<file path="config.mk">
export PLATFORM = sky130hd
export DESIGN_NAME = serial_add_sub_flat
export DESIGN_NICKNAME = d
export VERILOG_FILES = /design/src/rtl/serial_add_sub_if.sv /design/src/rtl/serial_add_sub.sv /design/src/flat_wrapper.sv
export SDC_FILE = /design/constraint.sdc
export NUM_CORES = 1
export LEC_CHECK = 0
export CORE_MARGIN = 8
export CORE_UTILIZATION = 25
export DETAILED_ROUTE_END_ITERATION = 7
export PLACE_DENSITY = 0.53
export SETUP_SLACK_MARGIN = 0.2
export SLEW_MARGIN = 40
export SYNTH_ARGS = -nofsm -noshare
export SYNTH_HDL_FRONTEND = slang
export SYNTH_SLANG_ARGS = --single-unit
export TNS_END_PERCENT = 50
</file>
<file path="constraint.sdc">
create_clock -name clk -period 4.3 [get_ports clk]
set_input_delay 0.43 -clock clk [delete_from_list [all_inputs] [get_ports clk]]
set_output_delay 0.43 -clock clk [all_outputs]
set_load 0.02 [all_outputs]
</file>
<file path="src/rtl/serial_add_sub_if.sv">
// serial_add_sub_if
// Bundles the request and result signals of the serial adder/subtractor.
//   master: drives start/op/sat/A/B, observes busy/done/result/flags
//   slave : the adder itself, the mirror image of master
interface serial_add_sub_if #(
  parameter int WIDTH = 16
);
  logic             start;
  logic             op;
  logic             sat;
  logic [WIDTH-1:0] A;
  logic [WIDTH-1:0] B;
  logic             busy;
  logic             done;
  logic [WIDTH-1:0] result;
  logic             cout_or_bout;
  logic             overflow;
  logic             zero;
  logic             negative;

  modport master (
    output start, op, sat, A, B,
    input  busy, done, result, cout_or_bout, overflow, zero, negative
  );

  modport slave (
    input  start, op, sat, A, B,
    output busy, done, result, cout_or_bout, overflow, zero, negative
  );
endinterface

</file>
<file path="src/rtl/serial_add_sub.sv">
// serial_add_sub
// Multi-cycle adder/subtractor: one DIGIT-wide ripple slice is reused for
// WIDTH/DIGIT cycles, LSB digit first. Subtraction is A + ~B + 1.
// Ports:
//   clk  - rising-edge clock
//   rst  - synchronous active-high reset
//   bus  - serial_add_sub_if slave: start/op/sat/A/B in,
//          busy/done/result/cout_or_bout/overflow/zero/negative out
module serial_add_sub #(
  parameter int WIDTH = 16,
  parameter int DIGIT = 4
) (
  input logic             clk,
  input logic             rst,
  serial_add_sub_if.slave bus
);

  localparam int N     = WIDTH / DIGIT;
  localparam int CNT_W = (N > 1) ? $clog2(N) : 1;

  typedef enum logic {IDLE, RUN} state_t;

  state_t           state_q, state_d;
  logic             accept;
  logic             last_digit;

  logic [WIDTH-1:0] a_sr, b_sr, sum_sr;
  logic             carry_q;
  logic             sat_q;
  logic [CNT_W-1:0] digit_cnt;

  logic [WIDTH-1:0] result_q;
  logic             cout_q, ovf_q, zero_q, neg_q, done_q;

  logic [WIDTH-1:0] b_eff;
  logic [DIGIT:0]   digit_full;
  logic [DIGIT-1:0] digit_sum;
  logic             carry_out;
  logic             c_msb_in;
  logic             ovf_now;
  logic [WIDTH-1:0] raw_sum;
  logic [WIDTH-1:0] final_result;

  // State register.
  always_ff @(posedge clk) begin
    if (rst) state_q <= IDLE;
    else     state_q <= state_d;
  end

  // Next-state logic: accept only from IDLE, leave RUN after the last digit.
  always_comb begin
    state_d    = state_q;
    accept     = 1'b0;
    last_digit = (state_q == RUN) && (digit_cnt == CNT_W'(N - 1));
    case (state_q)
      IDLE: begin
        if (bus.start) begin
          accept  = 1'b1;
          state_d = RUN;
        end
      end
      RUN: begin
        if (last_digit) state_d = IDLE;
      end
      default: state_d = IDLE;
    endcase
  end

  // Digit slice. The operand registers shift right, so the current digit is
  // always in the low DIGIT bits. The carry into the digit MSB is recovered
  // as a^b^sum of that bit, which also works for DIGIT=1. The new digit is
  // shifted into the top of the sum register; the wider concatenation keeps
  // this valid when DIGIT equals WIDTH. On the last digit a_sr's top bit is
  // the sign of A, which picks the saturation clamp.
  always_comb begin
    b_eff        = bus.B ^ {WIDTH{bus.op}};
    digit_full   = {1'b0, a_sr[DIGIT-1:0]} + {1'b0, b_sr[DIGIT-1:0]}
                 + {{DIGIT{1'b0}}, carry_q};
    digit_sum    = digit_full[DIGIT-1:0];
    carry_out    = digit_full[DIGIT];
    c_msb_in     = a_sr[DIGIT-1] ^ b_sr[DIGIT-1] ^ digit_sum[DIGIT-1];
    ovf_now      = c_msb_in ^ carry_out;
    raw_sum      = WIDTH'({digit_sum, sum_sr} >> DIGIT);
    final_result = raw_sum;
    if (sat_q && ovf_now) begin
      final_result = a_sr[DIGIT-1] ? {1'b1, {(WIDTH-1){1'b0}}}
                                   : {1'b0, {(WIDTH-1){1'b1}}};
    end
  end

  // Datapath. Visible outputs change only on the done edge.
  always_ff @(posedge clk) begin
    if (rst) begin
      a_sr      <= '0;
      b_sr      <= '0;
      sum_sr    <= '0;
      carry_q   <= 1'b0;
      sat_q     <= 1'b0;
      digit_cnt <= '0;
      result_q  <= '0;
      cout_q    <= 1'b0;
      ovf_q     <= 1'b0;
      zero_q    <= 1'b1;
      neg_q     <= 1'b0;
      done_q    <= 1'b0;
    end else begin
      done_q <= 1'b0;
      if (accept) begin
        a_sr      <= bus.A;
        b_sr      <= b_eff;
        carry_q   <= bus.op;
        sat_q     <= bus.sat;
        digit_cnt <= '0;
      end else if (state_q == RUN) begin
        a_sr      <= a_sr >> DIGIT;
        b_sr      <= b_sr >> DIGIT;
        sum_sr    <= raw_sum;
        carry_q   <= carry_out;
        digit_cnt <= digit_cnt + CNT_W'(1);
        if (last_digit) begin
          result_q <= final_result;
          cout_q   <= carry_out;
          ovf_q    <= ovf_now;
          zero_q   <= (final_result == '0);
          neg_q    <= final_result[WIDTH-1];
          done_q   <= 1'b1;
        end
      end
    end
  end

  assign bus.busy         = (state_q == RUN);
  assign bus.done         = done_q;
  assign bus.result       = result_q;
  assign bus.cout_or_bout = cout_q;
  assign bus.overflow     = ovf_q;
  assign bus.zero         = zero_q;
  assign bus.negative     = neg_q;

endmodule
</file>
<file path="src/flat_wrapper.sv">
// flat-port wrapper written by rule: the top's interface ports become plain ports
module serial_add_sub_flat 
#(
  parameter int WIDTH = 16,
  parameter int DIGIT = 4
)
  (clk, rst, bus_start, bus_op, bus_sat, bus_A, bus_B, bus_busy, bus_done, bus_result, bus_cout_or_bout, bus_overflow, bus_zero, bus_negative);
  serial_add_sub_if #(.WIDTH(WIDTH)) bus_i ();
  input logic clk;
  input logic rst;
  input wire logic [$bits(bus_i.start)-1:0] bus_start;
  input wire logic [$bits(bus_i.op)-1:0] bus_op;
  input wire logic [$bits(bus_i.sat)-1:0] bus_sat;
  input wire logic [$bits(bus_i.A)-1:0] bus_A;
  input wire logic [$bits(bus_i.B)-1:0] bus_B;
  output wire logic [$bits(bus_i.busy)-1:0] bus_busy;
  output wire logic [$bits(bus_i.done)-1:0] bus_done;
  output wire logic [$bits(bus_i.result)-1:0] bus_result;
  output wire logic [$bits(bus_i.cout_or_bout)-1:0] bus_cout_or_bout;
  output wire logic [$bits(bus_i.overflow)-1:0] bus_overflow;
  output wire logic [$bits(bus_i.zero)-1:0] bus_zero;
  output wire logic [$bits(bus_i.negative)-1:0] bus_negative;
  assign bus_i.start = bus_start;
  assign bus_i.op = bus_op;
  assign bus_i.sat = bus_sat;
  assign bus_i.A = bus_A;
  assign bus_i.B = bus_B;
  assign bus_busy = bus_i.busy;
  assign bus_done = bus_i.done;
  assign bus_result = bus_i.result;
  assign bus_cout_or_bout = bus_i.cout_or_bout;
  assign bus_overflow = bus_i.overflow;
  assign bus_zero = bus_i.zero;
  assign bus_negative = bus_i.negative;
  serial_add_sub #(.WIDTH(WIDTH), .DIGIT(DIGIT)) u_core (.clk(clk), .rst(rst), .bus(bus_i));
endmodule
</file>
-- Yosys cells after proc, flatten, opt, wreduce, memory -nomap -nowiden
Index checks and enable logic that the tools add are counted.
- equality and inequality tests: 1
- divide/modulo/power cells: 0
- add/subtract/negate cells: 3
- $lt $le $gt $ge: 0
- bitwise gates (word level): 6
- multiplexer cells: 13
- reductions and logical operators: 8
- $mul: 0
- shift-type cells: 0
- operators by type and width (kind ; number):
    two-way mux 16 bit ; 6
    logical NOT 16 bit ; 1
    bitwise XOR 16 bit ; 1
    two-way mux 1 bit ; 6
    adder 4 x 4 -> 5 bit ; 1
    adder 5 x 1 -> 5 bit ; 1
    AND reduction 3 bit ; 1
    OR reduction 3 bit ; 1
    bitwise XOR 1 bit ; 3
    adder 2 x 1 -> 2 bit, second input constant ; 1
    == test 2 bit, second input constant ; 1
    logical AND 1 bit ; 2
    inverter 1 bit ; 2
    case mux 1 bit (2 select lines) ; 1
    AND reduction 2 bit ; 1
    nonzero test 2 bit ; 1
    OR reduction 2 bit ; 1
- output and inout bits: 22
- register bits after elaboration: 74
- bits in latches: 0
- memory bits (read-only): 0
- input bits: 37
- memories kept: 0
- RAM bits: 0

-- Depth between registers and ports, before layout
Gate-level depths: netlist (run 1).
- depth after elaboration: 7
- gate-level depth with buffers: 9
- depth with buffers taken out: 7

-- Worst setup path after synthesis (run 1)
No wires, ideal clock.
- path type: register -> register
- from: reg u_core.carry_q
- to: reg u_core.result_q[1] (netlist: u_core.bus.result[1])
- setup slack: 1.849 ns
- arrival: 2.371 ns
- path buffers: 2
- cell stages (with the launch flop): 10
- setup time: 0.079 ns
- required time: 4.221 ns
- cells stage by stage: dfxtp_1 -> fa_1 -> fa_1 -> a21o_1 -> a21oi_2 -> xnor2_1 -> buf_2 -> buf_2 -> o21ai_0 -> a211oi_2
- longest elaborated chain between the ends: 5
- ends and longest elaborated chain (item ; line ; RTL):
    from (decl) ; serial_add_sub.sv:28 ; logic carry_q;
    from (signal assigned) ; serial_add_sub.sv:111 ; carry_q <= bus.op;
    from (signal assigned) ; serial_add_sub.sv:118 ; carry_q <= carry_out;
    adder 5 x 1 -> 5 bit (*) ; serial_add_sub.sv:78 ; + {{DIGIT{1'b0}}, carry_q};
    bitwise XOR 1 bit ; serial_add_sub.sv:81 ; c_msb_in = a_sr[DIGIT-1] ^ b_sr[DIGIT-1] ^ digit_sum[DIGIT-1];
    bitwise XOR 1 bit (*) ; serial_add_sub.sv:82 ; ovf_now = c_msb_in ^ carry_out;
    logical AND 1 bit (*) ; serial_add_sub.sv:85 ; if (sat_q && ovf_now) begin
    two-way mux 16 bit (*) ; serial_add_sub.sv:85 ;
    to (signal assigned) ; serial_add_sub.sv:121 ; result_q <= final_result;
    to (decl) ; serial_add_sub.sv:32 ; logic [WIDTH-1:0] result_q;
Mark *: on every way between the ends. The rest lies on a longest branch, timed or not.
A chain may end at the register's enable or synchronous reset.

-- Worst setup path after layout (run 1)
- from: reg u_core.carry_q
- to: reg u_core.result_q[5] (netlist: u_core.bus.result[5])
The elaborated chain is that of the path after synthesis.

==> impl_metrics.yaml, run 1 <==
status:
  status: "finished, final reports clean"
global_routing:
  grtUsageTotal: 0.0934
  antenna_found_initial: 0
  grt_pass1_vias: 2422
  overflow: 0
  grt_max_degree: 73
  grt_pass1_wl_um: 12300
sta:
  slew_viol_final: 0
  setup_viol: 0
  fin_crit_ns: 2.83
  fmax_mhz: 354
  slew_headroom: 0.480
  fin_worst_skew_ns: 0.00714
  min_period_over_period: 0.658
  setup_tns_ns: 0
  finalHoldViolCount: 0
  worst_pin_slew_ns: 0.779
  holdWs_ns: 0.486
  rsz0062_at_grt: "no"
worst_setup_path:
  cp_max_fo: 20
  r2r_start: "u_core.carry_q$_SDFFE_PP0P_"
  r2r_end: "u_core.bus.result[5]$_SDFFE_PP0P_"
  crit_type: "reg -> reg"
  r2r_slack_ns: 1.47
  r2r_cells: 8
  critPathLaunchType: "flop"
  cp-end-kind: "flop"
  crit_required_ns: 4.47
  arrival_ns: 3.00
route:
  antenna_left: 0
  drt_first_pass_iters: 4
  initialDrtViolationCount: 132
  via_per_inst: 4.56
  drc: 0
  vias: 2485
  wire_per_inst_um: 13.3
  wl_um: 7240
floorplanning:
  coreArea_mm2: 0.0120
  rows: 40
  dieHeight_um: 127
  dieArea_mm2: 0.0161
  floorplan.initialDensity: 0.256
  die_w_um: 127
  io_pins: 59
layout:
  final_nets: 436
  drive_gt1_frac: 0.0678
  finish.instance_area_mm2: 0.00400
  antenna_cells: 0
  syn2layout_area_growth_pct: 30.3
  nFillCells: 1266
  final_cells: 545
clocking:
  clockBufferDepth: 2
  clk_pin_slew_ns: 0.06
  cts-resized-gates: 0
  htree_num_levels: 3
  clkLatencyLatePin_ns: 0.32
  cts_setup_buffers: 0
  cts_made_buffers: 9
  clock-sinks: 69
  cts_hold_buffers: 0
  root_buffer: "clkbuf_16"
  cts_tree: "built"
synthesis:
  postSynthAreaPerCell_um2: 8.71
  synth-simple-area-share: 0.145
  syn_area_mm2: 0.00307
  synth_fa_ha_area_frac: 0.0293
  synth_xor_area_frac: 0.0542
  yosys_warnings: 0
  yosysSeqAreaShare: 0.450
  synth_mux_area_frac: 0.0879
  syn-num-nets: 396
  synth-seq-cells: 69
  synth.distinct_cells: 35
  synth_cells: 353
  ys.flop_type: "dfxtp_1"
  synth_top_family_by_area: "compound AO/OA/AOI/OAI gates"
  synth_edf_count: 0
  synth_compound_area_frac: 0.186
  async_reset_ff_frac: 0
min_path:
  whs_path_depth: 2
  hold_path_class: "reg -> reg"
  hp-start: "u_core.a_sr[4]$_SDFFE_PP0P_"
  min_to: "u_core.a_sr[0]$_SDFFE_PP0P_"
placement:
  gp_congestion: 0.731
  hpwl_um: 5070
  place_inst: 529
  dpl_cell_area_mm2: 0.00371
  port-buffer-count: 58
flow_run:
  cap_viol_max_count: 0
pwr:
  power.leakage_nw: 1.46
  powerDensity_mw_per_mm2: 403
  ir_drop_mv: 0.232
report_power, final:
group / internal (mW) / leakage (nW) / total (mW) / switching [mW]
combinational: 0.0978 / 0.761 / 0.206 / 0.108
sequential: 0.671 / 0.563 / 0.692 / 0.0214
clock: 0.447 / 0.138 / 0.714 / 0.267
total: 1.22 / 1.46 / 1.61 / 0.396
logic make-up after synthesis:
group	count (synthesis)
AO/OA/AOI/OAI	90
XOR/XNOR	19
adder cells (fa/ha/maj)	6
buffers and inverters	34
flip-flops	69
multiplexers	27
AND/OR/NAND/NOR	108
layer usage:
layer / wire, um / global-route usage / up-vias
li1: - / - / 1304
met5: 0 / 0 / -
met1: 3650 / 0.125 / 1120
met2: 3050 / 0.132 / 55
met3: 482 / 0.0364 / 6
met4: 51 / 0.0315 / 0
cell usage after synthesis (all sizes together), types with 3 or more instances:
master,count,share of area
a21oi,30,0.050
clkbuf,20,0.024
o21ai,17,0.028
mux2i,27,0.088
dfxtp,69,0.45
ha,4,0.016
a211oi,35,0.087
buf,12,0.021
xnor2,19,0.054
nor2b,3,0.0061
nor2,90,0.11
nor3,3,0.0049
cells in the final DEF (no fill, tap or decap), types with 3 or more instances in the layout:
cell type / instances
clkbuf_16: 9
dfxtp_1: 68
a21oi_1: 29
xnor2_1: 19
o21ai_0: 16
nor2_1: 90
nor2b_1: 3
clkdlybuf4s50_1: 55
ha_1: 4
nor3_1: 3
buf_4: 4
a211oi_1: 34
mux2i_1: 27
worst max path at each step:
stage | from | endpoint | slack [ns] | depth (start not counted)
5_1_grt | u_core.carry_q$_SDFFE_PP0P_ | u_core.bus.result[8]$_SDFFE_PP0P_ | 1.35 | 8
2_1_floorplan | u_core.carry_q$_SDFFE_PP0P_ | u_core.bus.result[1]$_SDFFE_PP0P_ | 1.85 | 9
6_report | u_core.carry_q$_SDFFE_PP0P_ | u_core.bus.result[5]$_SDFFE_PP0P_ | 1.47 | 8
4_1_cts | u_core.carry_q$_SDFFE_PP0P_ | u_core.bus.result[5]$_SDFFE_PP0P_ | 1.45 | 8
3_5_place_dp | u_core.carry_q$_SDFFE_PP0P_ | u_core.bus.result[5]$_SDFFE_PP0P_ | 1.49 | 8
3_3_place_gp | u_core.carry_q$_SDFFE_PP0P_ | u_core.bus.result[2]$_SDFFE_PP0P_ | 1.59 | 8
area by class of cell:
cell class / instances / area, um^2 / area share
clock buffer: 10 / 229 / 0.0572
clock inverter: 6 / 63.8 / 0.0159
inverter: 2 / 7.51 / 0.00188
multi-input combinational: 250 / 1550 / 0.386
sequential: 69 / 1380 / 0.345
tap: 147 / 184 / 0.0460
timing repair buffer: 61 / 591 / 0.148
registers in the layout, indices dropped and copies added (netlist names):
signal and cells:
u_core.a_sr 16, u_core.b_sr 16, u_core.bus.busy 1, u_core.bus.cout_or_bout 1
u_core.bus.done 1, u_core.bus.negative 1, u_core.bus.overflow 1, u_core.bus.result 15
u_core.bus.zero 1, u_core.carry_q 1, u_core.digit_cnt 2, u_core.sat_q 1
u_core.sum_sr 12
critical path, stage by stage (launching register included):
cell	delay [ns]
dfxtp_1	0.32
fa_1	0.48
fa_1	0.47
a21o_1	0.20
a21oi_2	0.21
xnor2_1	0.14
buf_4	0.22
o31a_1	0.48
a211oi_1	0.16
stage by stage:
stage / setup WS [ns] / total power, mW / utilization
after detailed placement: 1.49 / 0.913 / 0.309
after floorplan: 1.85 / 0.845 / -
after CTS: 1.45 / 1.64 / 0.333
after global routing: 1.35 / 1.70 / 0.333
after global placement: 1.59 / 0.912 / 0.309
final: 1.47 / 1.61 / 0.333
(Power assumes the default switching activity.)
==> run 2: changes to the inputs <==
Settings changed: PLACE_DENSITY 0.53 to 0.55.
Clock period 4.3 ns to 2.6 ns, I/O delays scaled along.
==> run 2 against run 1 <==
Non-clock buffer count grew 7. Fmax grew 20%. Largest cell class unchanged. Setup slack got worse by 1.2 ns. Highest routed layer unchanged. Final area grew 4.0%. Global-route usage grew 0.21 points. Sequential power up 66%. Largest power group unchanged. Core utilization is 1.3 points higher. Sequential share of layout area is 1.3 points lower.
==> impl_metrics.yaml, run 2 (synthesis results as in run 1) <==
clocking:
  clkLatencyLatePin_ns: 0.33
  clock-sinks: 69
  clockBufferDepth: 2
  cts_made_buffers: 9
  root_buffer: "clkbuf_16"
  cts_tree: "built"
  htree_num_levels: 3
  clk_pin_slew_ns: 0.06
route:
  routed.top_layer: "met4"
  dr_wl_met3_um: 415
  via_per_inst: 4.63
  drt_first_pass_iters: 4
  drc: 0
  initialDrtViolationCount: 202
  antenna_left: 0
  wl_um: 7560
  vias: 2559
  wl_met1_um: 3740
  routed-wl-met2_um: 3300
  wire_per_inst_um: 13.7
status:
  status: "finished, final reports clean"
layout:
  final_common_cell: "nor2_1"
  mostFrequentLayoutCells: "nor2_1 (90), dfxtp_1 (67), clkdlybuf4s50_1 (56)"
  syn2layout_area_growth_pct: 35.5
  final_nets: 444
  multi_input_area_mm2: 0.00162
  antenna_cells: 0
  final_cells: 553
  nFillCells: 1253
  drive_gt1_frac: 0.106
  regArea_mm2: 0.00138
global_routing:
  grtUsageTotal: 0.0955
  grt_max_degree: 59
  grt_pass1_vias: 2504
  grt_pass1_wl_um: 12600
  antenna_found_initial: 0
  overflow: 0
worst_setup_path:
  cpMaxStageDelayCell: "fa_2"
  worstSetupStartpoint: "u_core.a_sr[0]$_SDFFE_PP0P_"
  slowest_delay_ns: 0.41
  cp-endpoint: "u_core.bus.negative$_SDFFE_PP0P_"
  r2r_slack_ns: 0.24
  crit_type: "reg -> reg"
  crit_required_ns: 2.83
  cp_max_fo: 9
  r2r_start: "u_core.a_sr[0]$_SDFFE_PP0P_"
  cp_common_cell: "fa_2"
  cp-end-kind: "flop"
  r2r_cells: 8
  arrival_ns: 2.59
  critPathLaunchType: "flop"
  path_cells: "fa_2 > fa_2 > a21o_1 > a21oi_4 > xnor2_4 > buf_6 > nand3b_1 > a311oi_1"
  r2r_end: "u_core.bus.negative$_SDFFE_PP0P_"
floorplanning:
  floorplan.initialDensity: 0.256
  rows: 40
  dieHeight_um: 127
  dieArea_mm2: 0.0161
  coreArea_mm2: 0.0120
  die_w_um: 127
  io_pins: 59
placement:
  hpwl_um: 5200
  gp_congestion: 0.732
  port-buffer-count: 58
  place_inst: 534
pwr:
  combPwrFrac: 0.135
  p_sw_frac: 0.253
  power.leakage_nw: 1.52
  p_clk_frac: 0.445
  pwr-share-seq: 0.420
  ir_drop_mv: 0.283
  power.internal_mw: 2.04
  powerDensity_mw_per_mm2: 655
  power.net_switching_mw: 0.690
sta:
  worst_pin_slew_ns: 0.699
  setup_tns_ns: 0
  slew_headroom: 0.534
  fmax_mhz: 423
  min_period_over_period: 0.910
  fin_worst_skew_ns: 0.00888
  finalHoldViolCount: 0
  fin_crit_ns: 2.36
  rsz0062_at_grt: "yes"
  slew_viol_final: 0
  setup_viol: 0
flow_run:
  cap_viol_max_count: 0
min_path:
  hold_path_class: "in -> reg"
run 2: final cells by class:
type / count / share of cell area
Inverter: 2 / 0.00180
Clock inverter: 6 / 0.0171
Tap cell: 147 / 0.0442
Multi-Input combinational cell: 251 / 0.389
Clock buffer: 10 / 0.0550
Sequential cell: 69 / 0.332
Timing Repair Buffer: 68 / 0.161
run 2: layer usage:
metal | track usage | vias up
met1 | 0.125 | 1164
met4 | 0.0308 | 0
met2 | 0.142 | 62
li1 | - | 1322
met5 | 0 | -
met3 | 0.0335 | 11
run 2: worst min-delay path by stage:
stage	start	endpoint	slack (ns)	depth (start not counted)
floorplan	bus_sat	u_core.sat_q$_SDFFE_PP0P_	0.40	2
global placement	u_core.b_sr[13]$_SDFFE_PP0P_	u_core.b_sr[9]$_SDFFE_PP0P_	0.47	2
detailed placement	u_core.a_sr[9]$_SDFFE_PP0P_	u_core.a_sr[5]$_SDFFE_PP0P_	0.47	2
CTS	u_core.a_sr[8]$_SDFFE_PP0P_	u_core.a_sr[4]$_SDFFE_PP0P_	0.49	2
global route	rst	u_core.sum_sr[10]$_SDFFE_PP0P_	0.39	2
finish	rst	u_core.sum_sr[10]$_SDFFE_PP0P_	0.37	2
run 2: through the flow:
stage | hold slack, ns | util | area [um^2] | setup WS, ns | total power [mW]
detailed placement | 0.473 | 0.313 | 3760 | 0.0215 | 1.52
global route | 0.390 | 0.347 | 4160 | 0.120 | 2.86
CTS | 0.493 | 0.344 | 4130 | 0.211 | 2.76
floorplan | 0.399 | - | 3080 | 0.241 | 1.40
finish | 0.373 | 0.347 | 4160 | 0.235 | 2.73
global placement | 0.466 | 0.313 | 3760 | 0.104 | 1.52
run 2: power by group through the flow:
stage | sequential, mW | clock (mW) | combinational [mW]
after floorplan | 1.16 | 0 | 0.241
after global placement | 1.17 | 0 | 0.349
after detailed placement | 1.17 | 0 | 0.353
after CTS | 1.14 | 1.25 | 0.364
after global routing | 1.15 | 1.30 | 0.411
final | 1.15 | 1.21 | 0.367
run 2: repair_timing:
item                       4_1_cts  5_1_grt
hold endpoints to repair         0        0
pin swaps                        7        2
hold buffers                     0        0
cloned                           2        0
setup buffers                    0        1
setup endpoints to repair       16       16
gates resized for setup         14        4
run 2: critical path, delay by kind of cell (launching register included):
family          cells  cell delay, ns
compound gates      3            0.70
xor+xnor            1            0.14
fa+ha+maj           2            0.77
buf+inv             1            0.17
flops               1            0.33
simple gates        1            0.17
